## config.mk

```make
export PLATFORM = sky130hd
export DESIGN_NAME = uart_tx_frame_engine_flat
export DESIGN_NICKNAME = d
export VERILOG_FILES = /design/src/rtl/uart_tx_frame_engine_if.sv /design/src/rtl/uart_tx_frame_engine.sv /design/src/flat_wrapper.sv
export SDC_FILE = /design/constraint.sdc
export NUM_CORES = 1
export LEC_CHECK = 0
export CORE_MARGIN = 3
export CORE_UTILIZATION = 53
export CTS_BUF_LIST = sky130_fd_sc_hd__clkbuf_4 sky130_fd_sc_hd__clkbuf_8 sky130_fd_sc_hd__clkbuf_16
export CTS_CLUSTER_SIZE = 28
export DETAILED_ROUTE_END_ITERATION = 8
export MAX_ROUTING_LAYER = met4
export PLACE_DENSITY_LB_ADDON = 0.05
export SKIP_LAST_GASP = 1
export SLEW_MARGIN = 20
export SYNTH_ARGS = -nofsm -noshare
export SYNTH_HDL_FRONTEND = slang
export SYNTH_SLANG_ARGS = --single-unit
export TNS_END_PERCENT = 10
```

## constraint.sdc

```tcl
create_clock -name clk -period 2.3 [get_ports clk]
set_input_delay 0.345 -clock clk [delete_from_list [all_inputs] [get_ports clk]]
set_output_delay 0.345 -clock clk [all_outputs]
set_load 0.02 [all_outputs]
```

## src/rtl/uart_tx_frame_engine_if.sv

```systemverilog
// uart_tx_frame_engine_if
//   Groups the bus-side signals of the UART transmit serialiser into one bundle.
//   The master (control/status register side) drives the registered
//   configuration, the data byte and the start request. The slave (frame
//   engine) drives the serial line and the busy/done/ack status.
//   Signals:
//     Tx_en_r, Two_stop_r, Odd_parity_r : registered configuration
//     tx_start, tx_data                 : start request and byte to send
//     tx_serial                         : serial line, idle high
//     tx_busy, tx_done, tx_ack          : frame status and handshake pulses
interface uart_tx_frame_engine_if #(
  parameter int DATA_BITS = 8
);
  logic                 Tx_en_r;
  logic                 Two_stop_r;
  logic                 Odd_parity_r;
  logic                 tx_start;
  logic [DATA_BITS-1:0] tx_data;
  logic                 tx_serial;
  logic                 tx_busy;
  logic                 tx_done;
  logic                 tx_ack;

  modport master (
    output Tx_en_r, Two_stop_r, Odd_parity_r, tx_start, tx_data,
    input  tx_serial, tx_busy, tx_done, tx_ack
  );

  modport slave (
    input  Tx_en_r, Two_stop_r, Odd_parity_r, tx_start, tx_data,
    output tx_serial, tx_busy, tx_done, tx_ack
  );
endinterface

```

## src/rtl/uart_tx_frame_engine.sv

```systemverilog
// uart_tx_frame_engine
//   Serialises one UART frame per accepted start request: start bit, data bits
//   LSB first, parity bit, then one or two stop bits. Configuration and data
//   are captured at acceptance, so register changes mid-frame do not affect
//   the frame in flight.
//   Ports:
//     clk    : system clock, rising edge
//     reset  : asynchronous active-low reset
//     tx_if  : slave side of uart_tx_frame_engine_if (config, start, data in;
//              tx_serial, tx_busy, tx_done, tx_ack out)
//   Timing: every output is registered from the current state, so the line
//   lags the state by one cycle. tx_ack is high in the cycle after the
//   accepting edge, the line drops low on the next edge, and tx_done follows
//   the last stop bit by the same one-cycle lag, during which a new start is
//   held off. That gap guarantees an idle-high cycle between frames and keeps
//   tx_ack and tx_done apart.
module uart_tx_frame_engine #(
  parameter int CLKS_PER_BIT = 16,
  parameter int DATA_BITS    = 8
) (
  input logic                  clk,
  input logic                  reset,
  uart_tx_frame_engine_if.slave tx_if
);
  localparam int CW = $clog2(CLKS_PER_BIT);
  localparam int BW = $clog2(DATA_BITS);
  localparam logic [CW-1:0] BAUD_LAST = CW'(CLKS_PER_BIT - 1);
  localparam logic [BW-1:0] BIT_LAST  = BW'(DATA_BITS - 1);

  typedef enum logic [2:0] {IDLE, START, DATA, PARITY, STOP1, STOP2} state_t;

  state_t               state;
  logic [CW-1:0]        baud_cnt;
  logic [BW-1:0]        bit_idx;
  logic [DATA_BITS-1:0] shift;
  logic                 par_r;
  logic                 two_r;
  logic                 baud_last;

  assign baud_last = (baud_cnt == BAUD_LAST);

  always_ff @(posedge clk or negedge reset) begin
    if (!reset) begin
      state           <= IDLE;
      baud_cnt        <= '0;
      bit_idx         <= '0;
      shift           <= '0;
      par_r           <= 1'b0;
      two_r           <= 1'b0;
      tx_if.tx_serial <= 1'b1;
      tx_if.tx_busy   <= 1'b0;
      tx_if.tx_done   <= 1'b0;
      tx_if.tx_ack    <= 1'b0;
    end else begin
      tx_if.tx_ack  <= 1'b0;
      tx_if.tx_done <= 1'b0;
      baud_cnt      <= (state == IDLE || baud_last) ? '0 : baud_cnt + CW'(1);
      case (state)
        IDLE: begin
          tx_if.tx_serial <= 1'b1;
          if (tx_if.tx_busy) begin
            // First IDLE cycle after the last stop bit: report completion.
            tx_if.tx_busy <= 1'b0;
            tx_if.tx_done <= 1'b1;
          end else if (tx_if.Tx_en_r && tx_if.tx_start) begin
            shift         <= tx_if.tx_data;
            // Parity is resolved now so later config writes cannot reach it.
            par_r         <= (^tx_if.tx_data) ^ tx_if.Odd_parity_r;
            two_r         <= tx_if.Two_stop_r;
            bit_idx       <= '0;
            tx_if.tx_busy <= 1'b1;
            tx_if.tx_ack  <= 1'b1;
            state         <= START;
          end
        end
        START: begin
          tx_if.tx_serial <= 1'b0;
          if (baud_last) state <= DATA;
        end
        DATA: begin
          tx_if.tx_serial <= shift[0];
          if (baud_last) begin
            shift   <= shift >> 1;
            bit_idx <= bit_idx + BW'(1);
            if (bit_idx == BIT_LAST) state <= PARITY;
          end
        end
        PARITY: begin
          tx_if.tx_serial <= par_r;
          if (baud_last) state <= STOP1;
        end
        STOP1: begin
          tx_if.tx_serial <= 1'b1;
          if (baud_last) state <= two_r ? STOP2 : IDLE;
        end
        STOP2: begin
          tx_if.tx_serial <= 1'b1;
          if (baud_last) state <= IDLE;
        end
        default: begin
          tx_if.tx_serial <= 1'b1;
          state           <= IDLE;
        end
      endcase
    end
  end
endmodule

```

## src/flat_wrapper.sv

```systemverilog
// flat-port wrapper written by rule: the top's interface ports become plain ports
module uart_tx_frame_engine_flat 
#(
  parameter int CLKS_PER_BIT = 16,
  parameter int DATA_BITS    = 8
)
  (clk, reset, tx_if_Tx_en_r, tx_if_Two_stop_r, tx_if_Odd_parity_r, tx_if_tx_start, tx_if_tx_data, tx_if_tx_serial, tx_if_tx_busy, tx_if_tx_done, tx_if_tx_ack);
  uart_tx_frame_engine_if #(.DATA_BITS(DATA_BITS)) tx_if_i ();
  input logic clk;
  input logic reset;
  input wire logic [$bits(tx_if_i.Tx_en_r)-1:0] tx_if_Tx_en_r;
  input wire logic [$bits(tx_if_i.Two_stop_r)-1:0] tx_if_Two_stop_r;
  input wire logic [$bits(tx_if_i.Odd_parity_r)-1:0] tx_if_Odd_parity_r;
  input wire logic [$bits(tx_if_i.tx_start)-1:0] tx_if_tx_start;
  input wire logic [$bits(tx_if_i.tx_data)-1:0] tx_if_tx_data;
  output wire logic [$bits(tx_if_i.tx_serial)-1:0] tx_if_tx_serial;
  output wire logic [$bits(tx_if_i.tx_busy)-1:0] tx_if_tx_busy;
  output wire logic [$bits(tx_if_i.tx_done)-1:0] tx_if_tx_done;
  output wire logic [$bits(tx_if_i.tx_ack)-1:0] tx_if_tx_ack;
  assign tx_if_i.Tx_en_r = tx_if_Tx_en_r;
  assign tx_if_i.Two_stop_r = tx_if_Two_stop_r;
  assign tx_if_i.Odd_parity_r = tx_if_Odd_parity_r;
  assign tx_if_i.tx_start = tx_if_tx_start;
  assign tx_if_i.tx_data = tx_if_tx_data;
  assign tx_if_tx_serial = tx_if_i.tx_serial;
  assign tx_if_tx_busy = tx_if_i.tx_busy;
  assign tx_if_tx_done = tx_if_i.tx_done;
  assign tx_if_tx_ack = tx_if_i.tx_ack;
  uart_tx_frame_engine #(.CLKS_PER_BIT(CLKS_PER_BIT), .DATA_BITS(DATA_BITS)) u_core (.clk(clk), .reset(reset), .tx_if(tx_if_i));
endmodule
```

Word level (Yosys, flattened, before mapping)
Cells that the tools add are included.
{"block": "word_totals", "reg_bits": 24}
{"block": "classes", "add_sub_neg": 2, "eq_ne": 15, "n_mux": 25, "n_bitwise": 2, "reduce_logical": 8}
{"cell": "2-to-1 mux 3 bit", "n": 12}
{"cell": "2-to-1 mux 8 bit", "n": 3}
{"cell": "one-hot mux 3 bit (6 select lines)", "n": 1}
{"cell": "one-hot mux 8 bit (2 select lines)", "n": 1}
{"cell": "inequality test 2 x 1 -> 1 bit (second input constant)", "n": 6}
{"cell": "equality test 3 bit (second input constant)", "n": 3}
{"cell": "AND reduction 8 bit", "n": 1}
{"cell": "parity 8 bit", "n": 1}
{"cell": "equality test 3 x 2 -> 1 bit (second input constant)", "n": 2}
{"cell": "one-hot mux 3 bit (2 select lines)", "n": 1}
{"cell": "2-to-1 mux 1 bit", "n": 5}
{"cell": "adder 4 x 1 -> 4 bit (second input constant)", "n": 1}
{"cell": "equality test 4 bit (second input constant)", "n": 1}
{"cell": "2-to-1 mux 4 bit", "n": 1}
{"cell": "inequality test 2 bit (second input constant)", "n": 2}
{"cell": "AND reduction 4 bit", "n": 1}
{"cell": "adder 3 x 1 -> 3 bit (second input constant)", "n": 1}
{"cell": "equality test 3 x 1 -> 1 bit (second input constant)", "n": 1}
{"cell": "zero test 3 bit", "n": 1}
{"cell": "one-hot mux 1 bit (3 select lines)", "n": 1}
{"cell": "AND reduction 3 bit", "n": 1}
{"cell": "nonzero test 2 bit", "n": 1}
{"cell": "logical AND 1 bit", "n": 1}
{"cell": "logical OR 1 bit", "n": 1}
{"cell": "other kinds (2)", "n": 2}

Longest topological paths before layout
Gate-level depths: netlist of run 1.
{"block": "depth", "ltp_word": 4, "ltp_mapped": 6, "ltp_nobuf": 5}

Worst setup path after synthesis of run 1
OpenSTA, ideal clock, no wires.
{"block": "synth_path", "path_type": "reg-to-reg", "from": "register u_core.baud_cnt[0]", "to": "register u_core.state[0]", "setup_time_ps": 125, "arrival_time_ps": 1603, "required_ps": 2175, "setup_slack_ps": 572, "path_stages_with_launch": 6, "path_buffers": 0, "period_less_slack_ps": 1728, "path_cell_list": "dfrtp_1 -> ha_1 -> and3_1 -> a21o_1 -> a221oi_2 -> mux2_4"}
{"block": "synth_via", "elab_chain_len": 3, "elab_cells_between_ends": 7, "cone_classes": "eq/ne: 6; reduce/logical: 1"}
{"item": "start: declaration", "line_no": "uart_tx_frame_engine.sv:33", "text": "logic [CW-1:0] baud_cnt;"}
{"item": "start signal: assignment", "line_no": "uart_tx_frame_engine.sv:57", "text": "baud_cnt <= (state == IDLE || baud_last) ? '0 : baud_cnt + CW'(1);"}
{"item": "equality test 4 bit *", "line_no": "uart_tx_frame_engine.sv:40", "text": "assign baud_last = (baud_cnt == BAUD_LAST);"}
{"item": "inequality test 2 x 1 -> 1 bit (no source line)"}
{"item": "AND reduction 8 bit (no source line) *"}
{"item": "end signal: assignment", "line_no": "uart_tx_frame_engine.sv:94", "text": "if (baud_last) state <= two_r ? STOP2 : IDLE;"}
{"item": "end: declaration", "line_no": "uart_tx_frame_engine.sv:32", "text": "state_t state;"}
Mark *: on every way between the ends. The rest lies on a longest branch, timed or not.
A chain may end at the register's enable or synchronous reset.

Worst setup path in the final report of run 1
Ends and elaborated chain as after synthesis.

==> results_dict.tcl, run 1 <==
set metrics [dict create \
    ys_seq_area_share_pct 46.6 \
    design_area_um2 1490 \
    insertion_delay_ns 0.31 \
    tritoncts "built" \
    min_path_type "input port to asynchronous set/reset pin" \
    leakagePower_nw 0.665 \
    fin_worst_skew_ns 0.00493 \
    synth-compound-area-share_pct 15.9 \
    start_util_pct 57.3 \
    critical-path-max-stage-delay_ns 0.43 \
    core_um2 2250 \
    grt_pass1_vias 905 \
    ys_types 37 \
    synth_top_family_by_area "compound AO/OA/AOI/OAI gates" \
    fin_crit_sh_pct 81.2 \
    cap_violations 0 \
    critPathMaxFanout 5 \
    final_util_pct 66.1 \
    syn_area_um2 1290 \
    antenna_found_initial 0 \
    crit_arrival_ns 2.08 \
    postSynthCellCount 117 \
    ant_nets 0 \
    dieArea_um2 3060 \
    dieHeight_um 55.4 \
    ys_warn_count 0 \
    rsz0062_at_grt "no" \
    crit_chain "ha_1 -> and3_1 -> a21o_1 -> a221oi_2 -> mux2_4" \
    grt_overflow_total 0 \
    wl_per_cell_um 14.2 \
    globalRouteTotalUtil_pct 16.3 \
    hold_viol 0 \
    cts_sinks 24 \
    outcome "complete, no violations" \
    crit_path_end_kind "flop" \
    peakVddDrop_uv 564 \
    placed_cell_area_um2 1460 \
    root_buffer "clkbuf_4" \
    clkTransAtPathRegs_ns 0.12 \
    crit_start "u_core.baud_cnt[0]" \
    slowest_stage "dfrtp_1" \
    cts.hold.buffers_added 0 \
    synthMuxAreaShare_pct 9.21 \
    synthSimpleGateAreaFrac_pct 13.5 \
    post_cts_resized 0 \
    critPathRequiredTime_ns 2.51 \
    area_delta_synth_final_pct 15.5 \
    fin_setup_tns_ns 0 \
    synthAdderAreaFrac_pct 2.91 \
    period_needed_ns 1.87 \
    criticalPathCategory "flop to flop" \
    dr.first_iter.drc_count 12 \
    rr_worst_depth 5 \
    die_w_um 55.4 \
    grt_max_degree 25 \
    timing.rr.end "u_core.state[0]" \
    dp_hpwl_mm 1.66 \
    dp_slack_ns 0.374 \
    finalSetupViolCount 0 \
    powerDensity_nw_per_um2 907 \
    wl_mm 2.29 \
    drive_above_1_share_pct 11.3 \
    slew_headroom_pct 58.3 \
    n_antenna_cell 0 \
    ff2ff_setup_slack_ns 0.43 \
    grt_pass1_wl_mm 3.91 \
    port_buffers 17 \
    layout.nets 151 \
    placementRows 17 \
    cts_setup_buffers 0 \
    ys_ff_latch 24 \
    vias 902 \
    ioPinCount 18 \
    cts_buffers 3 \
    htree_levels 1 \
    vias_per_cell 5.60 \
    synth_area_per_cell_um2 11.0 \
    cp-start-kind "flop" \
    fin_ws_ns 0.433 \
    firstDrtPassIters 4 \
    drc 0 \
    worst_slew_pin_slew_ns 0.625 \
    reg2reg_from "u_core.baud_cnt[0]" \
    place.gp.congestion 0.770 \
    syn_nets 134 \
    slew_violations 0 \
    fmax_mhz 536 \
    synth_xor_area_share_pct 7.17 \
    clk_path_buf_depth 2 \
]
==> how the worst max path moves through the flow <==
| stage | endpoint | cells past startpoint | slack, ns |
|---|---|---|---|
| global route | u_core.state[0] | 5 | 0.36 |
| detailed placement | u_core.par_r | 5 | 0.37 |
| global placement | u_core.par_r | 5 | 0.40 |
| CTS | u_core.state[0] | 5 | 0.45 |
| floorplan | u_core.state[0] | 5 | 0.57 |
| finish | u_core.state[0] | 5 | 0.43 |
==> report_power, final <==
group	leakage [nW]	switching, mW	internal, mW	total, mW
combinational	0.350	0.222	0.253	0.475
sequential	0.296	0.113	0.565	0.678
clock	0.0184	0.119	0.0795	0.199
==> synth_stat cells, drive strengths merged <==
cell     count  area share (%)
ha           3             2.9
nor3         2             1.6
nand2        3            0.87
mux2i        7             5.4
dfstp        1             2.0
nand2b       1            0.48
or2          1            0.68
mux2         4             3.8
nand4bb      1            0.87
a221oi       1             1.2
nand3        3             1.2
a31oi        2            0.97
o21ai        2            0.78
xnor2        6             4.1
nand4        1            0.48
and2         2            0.97
o22ai        1            0.48
nor2        14             4.1
and3         2            0.97
buf          7             3.9
and3b        1            0.68
xnor3        1             1.7
o311a        1            0.78
xor2         2             1.4
inv          3            0.87
a311o        1            0.78
a21o         3             1.7
dfrtp       23              45
a22o         5             3.4
a21oi       11             5.1
nor3b        1            0.58
a311oi       1            0.68
==> placed cells by master (no fill, tap or decap), types with 3 or more instances in the layout <==
master,Yosys,layout
xnor2_1,6,6
nand2_1,3,3
mux2_2,3,3
clkdlybuf4s50_1,0,17
mux2i_1,7,7
ha_1,3,3
dfrtp_1,23,23
a22o_1,5,5
nor2_1,14,14
clkbuf_4,0,4
nand3_1,3,3
a21oi_1,10,10
inv_1,3,3
a21o_1,3,3
==> flip-flops by register name, indices dropped and copies added, names as in the netlist <==
signal and cells:
u_core.tx_if.tx_serial 1, u_core.par_r 1, u_core.tx_if.tx_ack 1, u_core.baud_cnt 4
u_core.shift 8, u_core.two_r 1, u_core.tx_if.tx_done 1, u_core.state 3
u_core.tx_if.tx_busy 1, u_core.bit_idx 3
==> per-stage QoR <==
stage	std cells	power, mW	hold slack (ns)
finish	161	1.35	0.374
global route	161	1.45	0.384
CTS	161	1.37	0.380
detailed placement	157	1.17	0.490
global placement	157	1.15	0.491
floorplan	117	1.04	0.0494
==> per-layer routing <==
metal / part of all wire (%) / wire length, um / global-route usage [%] / vias to the layer above
met1: 45 / 1030 / 19.0 / 427
met5: 0 / 0 / - / -
met2: 48 / 1110 / 26.5 / 18
met4: 1.7 / 38 / 3.82 / 0
met3: 5.2 / 120 / 6.31 / 4
li1: - / - / - / 453
==> cell families after synthesis <==
| family | count (synthesis) |
|---|---|
| adder cells (fa/ha/maj) | 3 |
| buffers and inverters | 10 |
| flip-flops | 24 |
| XOR/XNOR | 9 |
| AO/OA/AOI/OAI | 28 |
| multiplexers | 11 |
| AND/OR/NAND/NOR | 32 |
==> area by class of cell <==
| class | instances | area [um2] |
|---|---|---|
| sequential | 24 | 602 |
| fill | 182 | 763 |
| inverter | 3 | 11.3 |
| clock buffer | 4 | 30.0 |
| timing repair buffer | 19 | 185 |
| multi-input combinational | 83 | 628 |
| tap | 28 | 35.0 |
==> worst max-delay path: cells and delay by family (launching register included) <==
kind / cells / cell delay [ns]
simple gates: 1 / 0.26
fa+ha+maj: 1 / 0.27
mux: 1 / 0.32
flops: 1 / 0.43
compound gates: 2 / 0.48
No activity file was read; power rests on OpenSTA's default activity.
==> inputs of run 2 (changes only) <==
==> constraint.sdc (replaced) <==
create_clock -name clk -period 2 [get_ports clk]
set_input_delay 0.3 -clock clk [delete_from_list [all_inputs] [get_ports clk]]
set_output_delay 0.3 -clock clk [all_outputs]
set_load 0.02 [all_outputs]
==> results_dict.tcl, run 2 (synthesized netlist as in run 1, its figures left out) <==
set metrics [dict create \
    placementRows 17 \
    drive_above_1_share_pct 11.9 \
    cp-start-kind "flop" \
    wl_mm 2.28 \
    die_w_um 55.4 \
    clockPowerShare_pct 15.8 \
    leakagePower_nw 0.673 \
    antenna_found_initial 0 \
    cts_sinks 24 \
    layout.nets 152 \
    fmax_mhz 541 \
    ioPinCount 18 \
    min_path_type "input port to asynchronous set/reset pin" \
    firstDrtPassIters 4 \
    critPathMaxFanout 5 \
    insertion_delay_ns 0.31 \
    rsz0062_at_grt "no" \
    vias 918 \
    design_area_um2 1510 \
    start_util_pct 57.3 \
    criticalPathCategory "flop to flop" \
    largest_register_ff_count 8 \
    slew_headroom_pct 69.6 \
    critPathRequiredTime_ns 2.21 \
    place.gp.congestion 0.770 \
    final_cell_mix "dfrtp_1, clkdlybuf4s50_1, nor2_1, a21oi_1, mux2i_1" \
    drc 0 \
    fin_worst_skew_ns 0.00252 \
    grt_pass1_wl_mm 3.98 \
    cts_buffers 3 \
    rr_worst_depth 5 \
    wl_per_cell_um 14.1 \
    clk_path_buf_depth 2 \
    dr.first_iter.drc_count 14 \
    outcome "complete, no violations" \
    area_delta_synth_final_pct 16.6 \
    cts.hold.buffers_added 0 \
    n_antenna_cell 0 \
    grt_pass1_vias 930 \
    top_regs "u_core.shift (8), u_core.baud_cnt (4)" \
    crit_arrival_ns 2.06 \
    final_common_cell "dfrtp_1" \
    largest-register "u_core.shift" \
    clkTransAtPathRegs_ns 0.12 \
    placed_cell_area_um2 1470 \
    core_um2 2250 \
    vias_per_cell 5.67 \
    cts_setup_buffers 0 \
    switching_share_pct 33.4 \
    comb_power_share_pct 34.9 \
    p_sw_uw 527 \
    p_int_mw 1.05 \
    ant_nets 0 \
    root_buffer "clkbuf_4" \
    dieHeight_um 55.4 \
    hold_viol 0 \
    htree_levels 1 \
    globalRouteTotalUtil_pct 16.5 \
    dp_hpwl_mm 1.75 \
    powerDensity_nw_per_um2 1050 \
    grt_overflow_total 0 \
    post_cts_resized 0 \
    fin_setup_tns_ns 0 \
    crit_path_end_kind "flop" \
    period_needed_ns 1.85 \
    seq_power_share_pct 49.3 \
    grt_max_degree 25 \
    worst_slew_pin_slew_ns 0.451 \
    port_buffers 17 \
    finalSetupViolCount 0 \
    dieArea_um2 3060 \
    slew_violations 0 \
    fin_crit_sh_pct 92.4 \
    cap_violations 0 \
    peakVddDrop_uv 715 \
    tritoncts "built" \
]
[run 2: changes by cell type in the layout (fill, tap and decap cells not counted), sizes merged]
cell  previous run  this run
buf              2         3
[run 2: metrics by stage]
stage	setup slack (ns)	hold slack, ns	util, %	std cells	power (mW)
after floorplan	0.272	0.00441	-	117	1.19
after global placement	0.150	0.489	65.1	158	1.32
after detailed placement	0.129	0.495	65.1	158	1.35
after CTS	0.155	0.337	66.8	162	1.59
after global routing	0.0819	0.356	66.8	162	1.70
final	0.152	0.326	66.8	162	1.58
[run 2: routing by layer]
layer / wire, um / part of all wire, % / vias to the layer above / track usage (%)
met5: 0 / 0 / - / -
met4: 17 / 0.74 / 0 / 5.56
li1: - / - / 454 / -
met1: 1080 / 47 / 451 / 20.6
met3: 58 / 2.5 / 2 / 2.80
met2: 1130 / 49 / 11 / 27.0
[run 2: final timing paths]
check / startpoint / endpoint / slack (ns)
max: u_core.baud_cnt[0] / u_core.state[0] / 0.15
min: reset / u_core.shift[5] / 0.33
max reg2reg: u_core.baud_cnt[0] / u_core.state[0] / 0.15
min reg2reg: u_core.baud_cnt[0] / u_core.baud_cnt[0] / 0.51
max in group asynchronous: reset / u_core.tx_if.tx_serial / 1.39
min in group clk: u_core.baud_cnt[0] / u_core.baud_cnt[0] / 0.51
[run 2: final cells by class]
type | instances | area [um2]
Sequential cell | 24 | 602
Tap cell | 28 | 35.0
Clock buffer | 4 | 36.3
Inverter | 3 | 11.3
Timing Repair Buffer | 20 | 193
Multi-Input combinational cell | 83 | 628
Fill cell | 176 | 749
[run 2: power groups by stage]
| stage | Sequential [mW] | Clock (mW) | Combinational [mW] |
|---|---|---|---|
| floorplan | 0.782 | 0 | 0.409 |
| global placement | 0.784 | 0 | 0.538 |
| detailed placement | 0.792 | 0 | 0.555 |
| CTS | 0.781 | 0.256 | 0.557 |
| global route | 0.809 | 0.272 | 0.615 |
| finish | 0.779 | 0.249 | 0.551 |
[run 2: critical path: stages, from the launching register on]
cell and delay (ns):
dfrtp_1 0.43, ha_1 0.27, and3_1 0.26, a21o_1 0.21
a221oi_2 0.25, mux2_4 0.32
==> RTL edit 1, RTL diff (config.mk and constraints of run 2) <==
`CLKS_PER_BIT` is set to 16 in 2 places; all go to 8.
--- a/src/rtl/uart_tx_frame_engine.sv
+++ b/src/rtl/uart_tx_frame_engine.sv
@@ -15,7 +15,7 @@
 //   held off. That gap guarantees an idle-high cycle between frames and keeps
 //   tx_ack and tx_done apart.
 module uart_tx_frame_engine #(
-  parameter int CLKS_PER_BIT = 16,
+  parameter int CLKS_PER_BIT = 8,
   parameter int DATA_BITS    = 8
 ) (
   input logic                  clk,
--- a/src/flat_wrapper.sv
+++ b/src/flat_wrapper.sv
@@ -1,7 +1,7 @@
 // flat-port wrapper written by rule: the top's interface ports become plain ports
 module uart_tx_frame_engine_flat 
 #(
-  parameter int CLKS_PER_BIT = 16,
+  parameter int CLKS_PER_BIT = 8,
   parameter int DATA_BITS    = 8
 )
   (clk, reset, tx_if_Tx_en_r, tx_if_Two_stop_r, tx_if_Odd_parity_r, tx_if_tx_start, tx_if_tx_data, tx_if_tx_serial, tx_if_tx_busy, tx_if_tx_done, tx_if_tx_ack);
Function: no difference found for any inputs over 10 cycles, from zero or initial values and one cycle with reset low; that may be too few to reach the edited logic, so the function may still have changed.
==> RTL edit 1 against run 2 <==
Power fell by 2.1%. Routed wire length fell by 9.5%. First-iteration DRC count fell by 43%. Area after synthesis fell by 11%. Design area fell by 9.1%. Count of clock-buffer cells in the layout did not move. Worst setup slack improved by 0.11 ns. Combinational power rose by 2%. Sequential cell count fell by 1. Highest routed layer unchanged.
==> RTL edit 1: results (changes against run 2) <==
stage	metric	value	unit	change
drt	DR iter-0 viols	8		was 14
cells_and_area	Fillers	163		was 176
cells_and_area	share of post-route cells with drive strength above 1	0.1680		was 0.1194
yosys	Syn Nets	124		was 134
setup_path	Top delay family on crit path	buffers and inverters		was compound AO/OA/AOI/OAI gates
drt	post-DR wirelength/cell	13.60	um	was 14.09 um
cells_and_area	Register Area	576.8	sq um	was 601.8 sq um
sta	worst clock skew	0.007418	ns	was 0.002519 ns
clock_tree	CTS buffer count	3		unchanged
yosys	post-synthesis sequential area ratio	0.5038		was 0.4661
status	status	finished, final reports clean		unchanged
grt	Total GRT Usage	0.1802		was 0.1649
pwr	peak supply drop	0.7229	mV	was 0.7148 mV
cells_and_area	nets	144		was 152
setup_path	end of the critical path	tx_if_tx_serial		was u_core.state[0]$_DFFE_PN0P_
sta	maximum clock frequency	576.2	MHz	was 541.2 MHz
cells_and_area	n_diodes	0		unchanged
setup_path	R2R Setup Slk	0.35	ns	was 0.15 ns
drt	DRT Pass-1 Iters	2		was 4
pwr	Leakage	0.6375	nW	was 0.6727 nW
drt	routed vias/inst	5.270		was 5.667
placement	DP Wirelength	1.546	mm	was 1.747 mm
sta	Slew @ Worst Pin	0.4658	ns	was 0.4506 ns
yosys	top cells by area, synth	dfrtp_1 (48%), a21oi_2 (5.4%), ha_1 (4.4%), inv_1 (3.9%), o22ai_1 (3.8%)		was dfrtp_1 (45%), mux2i_1 (5.4%), nor2_1 (4.1%), xnor2_1 (4.1%), a21oi_1 (3.9%)
setup_path	Reg2Reg Depth	6		was 5
placement	GP Congestion	0.6765		was 0.7702
cells_and_area	Biggest register	u_core.shift		unchanged
setup_path	Worst Setup SP	u_core.tx_if.tx_serial$_DFF_PN1_		was u_core.baud_cnt[0]$_DFF_PN0_
setup_path	R2R Path End	u_core.shift[6]$_DFFE_PN0P_		was u_core.state[0]$_DFFE_PN0P_
setup_path	max incr delay on CP	0.59	ns	was 0.43 ns
setup_path	slowest CP cell	clkdlybuf4s50_1		was dfrtp_1
grt	largest net degree at the start of global routing	14		was 25
placement	Setup WS pre-CTS	0.1800	ns	was 0.1291 ns
yosys	top cells by count, synth	dfrtp_1 (22), inv_1 (12), a21oi_2 (7), o21ai_0 (7), o22ai_1 (7)		was dfrtp_1 (23), nor2_1 (14), a21oi_1 (10)
grt	first-pass GRT wire length	3.532	mm	was 3.981 mm
setup_path	Setup CP Type	reg -> out		was reg -> reg
setup_path	CP max FO	1		was 5
yosys	number of library cell types mapped by synthesis	30		was 37
==> RTL edit 1: how the worst min path moves through the flow <==
stage,endpoint,slack (ns),cells after the start
6_report,u_core.state[2]$_DFFE_PN0P_,0.29,1
5_1_grt,u_core.baud_cnt[0]$_DFF_PN0_,0.31,1
2_1_floorplan,u_core.baud_cnt[0]$_DFF_PN0_,0.004,0
4_1_cts,u_core.state[1]$_DFFE_PN0P_,0.30,1
3_5_place_dp,u_core.baud_cnt[0]$_DFF_PN0_,0.44,1
3_3_place_gp,u_core.baud_cnt[0]$_DFF_PN0_,0.43,1
==> RTL edit 1: final cells by class <==
type,instances,area share
inverters,12,0.03291
well taps,27,0.02468
flip-flops and latches,23,0.4214
repair buffers,22,0.1517
clock buffers,4,0.02194
multi-input cells,64,0.3473
==> RTL edit 1: cell families after synthesis <==
kind of cell    synth area share
fa+ha+maj                0.04372
mux                     0.009835
xor+xnor                 0.07322
simple gates              0.1333
flops                     0.5038
buf+inv                  0.08088
compound gates            0.1552
==> RTL edit 1: through the flow <==
| step | power (mW) | cell area [sq um] | util | hold WS [ns] | cells |
|---|---|---|---|---|---|
| finish | 1.545 | 1369 | 0.6838 | 0.2908 | 152 |
| global route | 1.650 | 1369 | 0.6838 | 0.3140 | 152 |
| CTS | 1.562 | 1369 | 0.6838 | 0.3019 | 152 |
| detailed placement | 1.333 | 1339 | 0.6688 | 0.4442 | 148 |
| global placement | 1.301 | 1339 | 0.6688 | 0.4299 | 148 |
| floorplan | 1.157 | 1145 | - | 0.004409 | 106 |
==> RTL edit 1: where the power goes <==
group / leakage [nW] / switching (mW) / internal, mW
clock network: 0.0184 / 0.137 / 0.0915
registers: 0.286 / 0.118 / 0.639
logic: 0.333 / 0.272 / 0.288
==> RTL edit 1: per-layer routing <==
metal,vias up,global-route usage,share of wire
li1,393,-,-
met1,391,0.1982,0.43
met2,12,0.3120,0.52
met3,5,0.02564,0.032
met4,0,0.09787,0.018
met5,-,-,0
==> RTL edit 2, RTL diff (settings of run 2) <==
Without the edit above. Re-encode `state_t` (6 states) as Gray code, 3 bits wide.
--- a/src/rtl/uart_tx_frame_engine.sv
+++ b/src/rtl/uart_tx_frame_engine.sv
@@ -27,7 +27,7 @@
   localparam logic [CW-1:0] BAUD_LAST = CW'(CLKS_PER_BIT - 1);
   localparam logic [BW-1:0] BIT_LAST  = BW'(DATA_BITS - 1);
 
-  typedef enum logic [2:0] {IDLE, START, DATA, PARITY, STOP1, STOP2} state_t;
+  typedef enum logic [2:0] {IDLE = 3'b000, START = 3'b001, DATA = 3'b011, PARITY = 3'b010, STOP1 = 3'b110, STOP2 = 3'b111} state_t;
 
   state_t               state;
   logic [CW-1:0]        baud_cnt;
Check against the original RTL: no difference found for any inputs over 10 cycles, from zero or initial values and one cycle with reset low; not proved beyond that.
==> RTL edit 2 against run 2 <==
Power increased by 15%. Worst hold slack worse by 0.019 ns. Sequential cell count unchanged. Routed wire length is 9.3% lower. Design area is 4.7% lower. Area after synthesis is 5.1% lower. Worst setup slack better by 0.12 ns. Non-clock buffer count unchanged. Critical endpoint is now tx_if_tx_serial. Largest power group unchanged.
==> RTL edit 2: results (changes against run 2) <==
stage	metric	value	unit	change
status	status	finished, final reports clean		unchanged
setup_path	Top delay family on crit path	buffers and inverters		was compound AO/OA/AOI/OAI gates
drt	routed wl met3	56	um	was 58 um
setup_path	CP max FO	1		was 5
setup_path	R2R Path End	u_core.bit_idx[0]$_DFFE_PN0P_		was u_core.state[0]$_DFFE_PN0P_
sta	worst clock skew	0.002195	ns	was 0.002519 ns
setup_path	R2R Setup Slk	0.32	ns	was 0.15 ns
drt	post-DR wirelength/cell	13.89	um	was 14.09 um
pwr	Leakage	0.6604	nW	was 0.6727 nW
drt	DR iter-0 viols	18		was 14
cells_and_area	Fillers	165		was 176
yosys	Syn Nets	120		was 134
grt	vias in the first global route	784		was 930
placement	GP Congestion	0.7136		was 0.7702
grt	largest net degree at the start of global routing	15		was 25
yosys	mux cell area share after synthesis	0.1021		was 0.09205
drt	routed vias/inst	5.369		was 5.667
setup_path	end of the critical path	tx_if_tx_serial		was u_core.state[0]$_DFFE_PN0P_
grt	Total GRT Usage	0.1725		was 0.1649
drt	met2 wire len	999	um	was 1.127 mm
cells_and_area	share of post-route cells with drive strength above 1	0.1721		was 0.1194
yosys	number of library cell types mapped by synthesis	38		was 37
sta	Slew @ Worst Pin	0.4858	ns	was 0.4506 ns
grt	first-pass GRT wire length	3.505	mm	was 3.981 mm
yosys	XOR/XNOR share of the synthesized area	0.06844		was 0.07171
setup_path	max incr delay on CP	0.59	ns	was 0.43 ns
-- RTL edit 2: through the flow --
stage	hold slack (ns)	worst slack (ns)	cells	instance area (sq um)
6_report	0.3062	0.2738	149	1435
5_1_grt	0.3276	0.1961	149	1435
4_1_cts	0.3175	0.2608	149	1435
3_5_place_dp	0.4764	0.2364	145	1405
3_3_place_gp	0.4713	0.2695	145	1405
2_1_floorplan	0.004409	0.4557	103	1225
-- RTL edit 2: cell type report --
type / count / area, sq um / share of cell area
Sequential cell: 24 / 601.8 / 0.4194
Multi-Input combinational cell: 73 / 573.1 / 0.3993
Timing Repair Buffer: 20 / 192.7 / 0.1343
Tap cell: 27 / 33.78 / 0.02354
Clock buffer: 4 / 30.03 / 0.02092
Inverter: 1 / 3.754 / 0.002616
-- RTL edit 2: per-layer routing --
layer  global-route usage  up-vias
li1                     -      402
met1               0.2325      388
met2               0.2601        8
met3              0.03324        2
met4              0.05809        0
met5                    -        -
-- RTL edit 2: cell families (layout without fill, tap and decap cells) --
logic type	after synthesis	in the layout
AO/OA/AOI/OAI	22	22
buffers and inverters	6	25
adder cells (fa/ha/maj)	3	3
AND/OR/NAND/NOR	28	28
XOR/XNOR	8	8
multiplexers	12	12
flip-flops	24	24
-- RTL edit 2: power breakdown --
part	total, mW	internal [mW]	leakage [nW]	switching, mW
Sequential	0.847	0.686	0.294	0.161
Combinational	0.738	0.395	0.348	0.343
Clock	0.229	0.0912	0.0184	0.138
Total	1.81	1.17	0.660	0.642
